[config.mk]
export PLATFORM = sky130hd
export DESIGN_NAME = mem_port_arbiter
export DESIGN_NICKNAME = d
export VERILOG_FILES = /design/src/rtl/mem_port_arbiter.sv
export SDC_FILE = /design/constraint.sdc
export NUM_CORES = 1
export LEC_CHECK = 0
export CAP_MARGIN = 5
export CORE_AREA = 2 2 298 300
export CTS_CLUSTER_DIAMETER = 40
export DETAILED_ROUTE_END_ITERATION = 10
export DIE_AREA = 0 0 300 302
export MAX_ROUTING_LAYER = met4
export SKIP_CTS_REPAIR_TIMING = 1
export SYNTH_ARGS = -nofsm -noshare
export SYNTH_HDL_FRONTEND = slang
export SYNTH_SLANG_ARGS = --single-unit
[constraint.sdc]
create_clock -name CLK -period 5.2 [get_ports CLK]
set_clock_uncertainty 0.1 [all_clocks]
set_input_delay 1.56 -clock CLK [delete_from_list [all_inputs] [get_ports CLK]]
set_output_delay 1.56 -clock CLK [all_outputs]
set_load 0.05 [all_outputs]
[src/rtl/mem_port_arbiter.sv]
// mem_port_arbiter: round-robin owner of the shared memory block port
// between the I-cache miss path and the D-cache miss/write-back path.
module mem_port_arbiter #(
    parameter int ADDR_WIDTH  = 28,
    parameter int BLOCK_WIDTH = 128
) (
    input  logic                   CLK,
    input  logic                   RESET,
    input  logic                   ic_read,
    input  logic [ADDR_WIDTH-1:0]  ic_address,
    output logic                   ic_busywait,
    output logic [BLOCK_WIDTH-1:0] ic_readdata,
    input  logic                   dc_read,
    input  logic                   dc_write,
    input  logic [ADDR_WIDTH-1:0]  dc_address,
    input  logic [BLOCK_WIDTH-1:0] dc_writedata,
    output logic                   dc_busywait,
    output logic [BLOCK_WIDTH-1:0] dc_readdata,
    output logic                   mem_read,
    output logic                   mem_write,
    output logic [ADDR_WIDTH-1:0]  mem_address,
    output logic [BLOCK_WIDTH-1:0] mem_writedata,
    input  logic [BLOCK_WIDTH-1:0] mem_readdata,
    input  logic                   mem_busywait,
    output logic [15:0]            ic_grant_cnt,
    output logic [15:0]            dc_grant_cnt
);

    typedef enum logic [1:0] {IDLE, ISSUE, WAIT, RESP} state_t;

    localparam logic        OWN_I   = 1'b0;
    localparam logic        OWN_D   = 1'b1;
    localparam logic [15:0] CNT_MAX = 16'hFFFF;

    state_t state_q, state_n;
    logic   owner_q, owner_n;
    logic   last_q, last_n;
    logic   wr_q, wr_n;
    logic   mem_rd_q, mem_rd_n;
    logic   mem_wr_q, mem_wr_n;

    logic [ADDR_WIDTH-1:0]  addr_q, addr_n;
    logic [BLOCK_WIDTH-1:0] wdata_q, wdata_n;
    logic [BLOCK_WIDTH-1:0] ic_rdata_q, ic_rdata_n;
    logic [BLOCK_WIDTH-1:0] dc_rdata_q, dc_rdata_n;
    logic [15:0]            ic_cnt_q, ic_cnt_n;
    logic [15:0]            dc_cnt_q, dc_cnt_n;

    logic ic_req;
    logic dc_req;
    logic grant_d;

    assign ic_req  = ic_read;
    assign dc_req  = dc_read | dc_write;
    // On a tie the side that did not finish last wins
    assign grant_d = dc_req & (~ic_req | (last_q == OWN_I));

    always_comb begin
        state_n    = state_q;
        owner_n    = owner_q;
        last_n     = last_q;
        wr_n       = wr_q;
        mem_rd_n   = mem_rd_q;
        mem_wr_n   = mem_wr_q;
        addr_n     = addr_q;
        wdata_n    = wdata_q;
        ic_rdata_n = ic_rdata_q;
        dc_rdata_n = dc_rdata_q;
        ic_cnt_n   = ic_cnt_q;
        dc_cnt_n   = dc_cnt_q;
        unique case (state_q)
            IDLE: begin
                if (ic_req | dc_req) begin
                    owner_n  = grant_d;
                    wr_n     = grant_d & dc_write;
                    mem_rd_n = ~(grant_d & dc_write);
                    mem_wr_n = grant_d & dc_write;
                    addr_n   = grant_d ? dc_address : ic_address;
                    if (grant_d) begin
                        wdata_n = dc_writedata;
                    end
                    state_n  = ISSUE;
                end
            end
            ISSUE: state_n = WAIT;
            WAIT: begin
                if (!mem_busywait) begin
                    mem_rd_n = 1'b0;
                    mem_wr_n = 1'b0;
                    last_n   = owner_q;
                    if (owner_q == OWN_D) begin
                        if (!wr_q) begin
                            dc_rdata_n = mem_readdata;
                        end
                        if (dc_cnt_q != CNT_MAX) begin
                            dc_cnt_n = dc_cnt_q + 16'd1;
                        end
                    end else begin
                        if (!wr_q) begin
                            ic_rdata_n = mem_readdata;
                        end
                        if (ic_cnt_q != CNT_MAX) begin
                            ic_cnt_n = ic_cnt_q + 16'd1;
                        end
                    end
                    state_n  = RESP;
                end
            end
            RESP:    state_n = IDLE;
            default: state_n = IDLE;
        endcase
    end

    always_ff @(posedge CLK) begin
        if (RESET) begin
            state_q    <= IDLE;
            owner_q    <= OWN_I;
            last_q     <= OWN_I;
            wr_q       <= 1'b0;
            mem_rd_q   <= 1'b0;
            mem_wr_q   <= 1'b0;
            addr_q     <= '0;
            wdata_q    <= '0;
            ic_rdata_q <= '0;
            dc_rdata_q <= '0;
            ic_cnt_q   <= '0;
            dc_cnt_q   <= '0;
        end else begin
            state_q    <= state_n;
            owner_q    <= owner_n;
            last_q     <= last_n;
            wr_q       <= wr_n;
            mem_rd_q   <= mem_rd_n;
            mem_wr_q   <= mem_wr_n;
            addr_q     <= addr_n;
            wdata_q    <= wdata_n;
            ic_rdata_q <= ic_rdata_n;
            dc_rdata_q <= dc_rdata_n;
            ic_cnt_q   <= ic_cnt_n;
            dc_cnt_q   <= dc_cnt_n;
        end
    end

    assign ic_busywait = ic_req & ~((state_q == RESP) & (owner_q == OWN_I));
    assign dc_busywait = dc_req & ~((state_q == RESP) & (owner_q == OWN_D));

    assign mem_read      = mem_rd_q;
    assign mem_write     = mem_wr_q;
    assign mem_address   = addr_q;
    assign mem_writedata = wdata_q;
    assign ic_readdata   = ic_rdata_q;
    assign dc_readdata   = dc_rdata_q;
    assign ic_grant_cnt  = ic_cnt_q;
    assign dc_grant_cnt  = dc_cnt_q;

endmodule

==> results.md <==
- Status: finished clean
- CTS Sinks: approximately 450
- Total GRT Usage: 14.2%
- CTS tree: built
- Sequential share of power: about 30%
- Endpoints failing hold: 0
- DRT antenna net count: 0
- Sw Ratio: 36.1%
- PortBufs: 765
- Worst Max-Slew Pin Slew: about 1200 ps
- CTS H-tree lvls: 3
- I/O pins: 766
- Core ar.: 87,600 um2
- Leak pwr: 9.86 nW
- Initial DRC Count: 894
- Slowest Stage Delay on Critical Path: 570 ps
- GR Overflow Total: 0
- Internal: approximately 0.009 W
- Synthesis Warnings: 0
- PwrDens: 500 nW/um2
- Worst-Skew Late Latency: between 600 and 700 ps
- CTS root buffer: clkbuf_16
- Mapped Nets: 2,348
- Final setup vio count: 0
- # nets final: 3,088
- Initial antenna violation count: 5
- Req. time, crit path: 3540 ps
- Synthesized area per cell: around 8 um2
- Clk pwr share: 41.1%
- RSZ-0062 raised after global routing: no
- Min-delay src: dc_readdata[4]
- Hold crit path type: reg -> reg
- Die footprint: 90,600 um2
- Synth unique cells: 42
- Period utilisation layout: 82.5%
- RR Startpoint: state_q[0]
- Via-per-instance ratio: 4.07
- Slowest stage cell, crit path: clkdlybuf4s50_1
- Number of global-route vias before repair: 15,800
- Beginning of the critical path: dc_write
- Max frequency: 0.233 GHz
- Critical path, cell by cell: clkdlybuf4s50_1, nor2_1, a21oi_1, buf_4
- Crit-path leading delay family: buffers and inverters
- Site Rows: 109
- Setup_tns: 0 ps
- Largest net degree at the start of global routing: 123
- Worst-path fanout max: 5
- Total Power: 0.0141 W
- Crit path buffers/inverters: 2
- Switch Pwr: 0.00509 W
- Maxcap violations: 0
- Share of layout cells above drive strength 1: 7.20%
- Vias: 16,300
- Die span in y: around 300 um
- Clk buf depth: 3
- Crit end category: output port
- Starting Density: a little under a fifth
- First-pass GRT wire length: roughly 96,000 um
- Synthesized cell area: 16,100 um2
- WL final: 65,600 um
- Worst VDD drop: 293 uV
- Area grow syn2layout: 75.1%
- Post-Syn Instances: 2,024
- Final slew viol count: 0
- CTS buffer count: between 80 and 90
- Seq/Total Area, Yosys: a little under three fifths
- Width of the die: about 300 um
- Slew headroom: 22.1%
- Gate power share: between 20% and 30%
- Pre-antenna DRT Iters: 4
- DRC Markers: 0
- Min cycle time layout: 4290 ps
- Critical setup path kind: in -> out
- GP Congestion: 0.833
- Crit start category: primary input
- R2r setup slk: 2600 ps
- Reg clk slew, reported paths: 50 ps
- HPWL after detailed placement: 47,200 um
- Wire per inst: 16.4 um
- CP arrival: between 2000 and 3000 ps
- #FFs+latches synth: 451
[through the flow]
step                      instances  instance area, um2  hold WS (ps)  setup WS, ps  util, %
after floorplan                2024               16100           368           841        -
after global placement         3842               25200           341           929     28.8
after detailed placement       3842               25200           345           928     28.8
after CTS                      4000               28200           352           929     32.2
after global routing           4002               28200           365           882     32.2
final                          4002               28200           349           910     32.2
[cells in the final DEF (no fill, tap or decap), types with 9 or more instances in the layout]
cell type / instances
nand2_1: 781
clkdlybuf4s50_1: 762
dfxtp_1: 451
a21oi_1: 397
clkbuf_16: 85
nor2_1: 65
a211oi_1: 30
mux2i_1: 28
buf_4: 22
xnor2_1: 16
buf_12: 16
bufinv_16: 12
nand4_1: 11
o21ai_0: 11
inv_6: 11
nor3_1: 10
clkinv_2: 9
clkinv_4: 9
clkinvlp_4: 9
[kinds of logic after synthesis]
family | Yosys count | share of synthesized area (%)
mux | 29 | 1.81
flops | 451 | 56.0
buf+inv | 154 | 3.66
simple gates | 914 | 22.3
fa+ha+maj | 6 | 0.465
compound gates | 448 | 14.6
xor+xnor | 22 | 1.19
[cell usage after synthesis]
| cell type | count | area share (%) |
|---|---|---|
| dfxtp_1 | 451 | 56 |
| nor2_1 | 68 | 1.6 |
| o211ai_1 | 1 | 0.047 |
| xor2_1 | 6 | 0.33 |
| nand3b_1 | 2 | 0.093 |
| buf_2 | 4 | 0.12 |
| o311ai_0 | 1 | 0.054 |
| ha_1 | 6 | 0.47 |
| nor4bb_1 | 2 | 0.12 |
| nand2_1 | 782 | 18 |
| clkbuf_1 | 139 | 3.2 |
| mux2i_1 | 28 | 1.7 |
| and3b_1 | 1 | 0.054 |
| xnor2_1 | 16 | 0.87 |
| a21boi_0 | 1 | 0.047 |
| o21bai_1 | 1 | 0.047 |
| or3_1 | 4 | 0.16 |
| and2_1 | 4 | 0.16 |
| nand4_1 | 11 | 0.43 |
| or2_2 | 4 | 0.16 |
| and3_1 | 2 | 0.078 |
| nor3_1 | 10 | 0.31 |
| a311oi_1 | 1 | 0.054 |
| inv_1 | 6 | 0.14 |
| and4_1 | 2 | 0.11 |
| or3b_1 | 1 | 0.054 |
| a2111oi_2 | 1 | 0.093 |
| nor4b_1 | 2 | 0.11 |
| or2_1 | 1 | 0.039 |
| a211oi_1 | 30 | 1.4 |
| a31oi_1 | 1 | 0.039 |
| a22oi_1 | 1 | 0.047 |
| mux2_2 | 1 | 0.070 |
| nor4_2 | 1 | 0.078 |
| a2111oi_0 | 1 | 0.054 |
| a21oi_1 | 398 | 12 |
| nor4_1 | 8 | 0.31 |
| buf_6 | 1 | 0.070 |
| o21ai_0 | 11 | 0.34 |
| buf_1 | 4 | 0.093 |
| nand3_1 | 8 | 0.25 |
| nor2b_1 | 1 | 0.039 |
[layout make-up]
class / count / area (um2)
Fill cell: 9163 / 59300
Sequential cell: 451 / 9030
Timing Repair Buffer: 801 / 8130
Multi-Input combinational cell: 1419 / 6560
Clock buffer: 98 / 2250
Tap cell: 1165 / 1460
Clock inverter: 60 / 788
Inverter: 6 / 22.5
Antenna cell: 2 / 5.00
[worst paths after layout]
kind,cells past startpoint,to
setup / recovery,4,dc_busywait
hold / removal,2,dc_readdata[4]
setup reg to reg,8,dc_readdata[10]
hold reg to reg,2,dc_readdata[4]
[worst register-to-register path, stage by stage, from the launching register on]
cell and delay [ps]:
dfxtp_1 320, inv_1 100, ha_1 280, nand3b_1 390
nor2_4 230, buf_12 230, buf_12 450, nand2_1 270
a21oi_1 160
[state kept, by name, indices dropped and copies added, names as in the netlist]
name           flops
wr_q               1
mem_write          1
mem_address       28
mem_read           1
ic_readdata      128
dc_readdata      128
dc_grant_cnt      16
last_q             1
ic_grant_cnt      16
mem_writedata    128
state_q            2
owner_q            1
[routing by layer]
metal / up-vias / wire (um) / global-route usage (%)
li1: 8144 / - / -
met1: 7412 / 26200 / 15.8
met2: 610 / 31000 / 22.7
met3: 119 / 5980 / 4.94
met4: 0 / 2400 / 6.49
met5: - / 0 / -
[power by group through the flow]
| stage | Sequential (W) | Combinational [W] | Clock, W |
|---|---|---|---|
| 2_1_floorplan | 0.00566 | 0.00108 | 0 |
| 3_3_place_gp | 0.00419 | 0.00422 | 0 |
| 3_5_place_dp | 0.00421 | 0.00422 | 0 |
| 4_1_cts | 0.00414 | 0.00423 | 0.00596 |
| 5_1_grt | 0.00419 | 0.00445 | 0.00610 |
| 6_report | 0.00414 | 0.00418 | 0.00581 |
(Power assumes the default switching activity.)
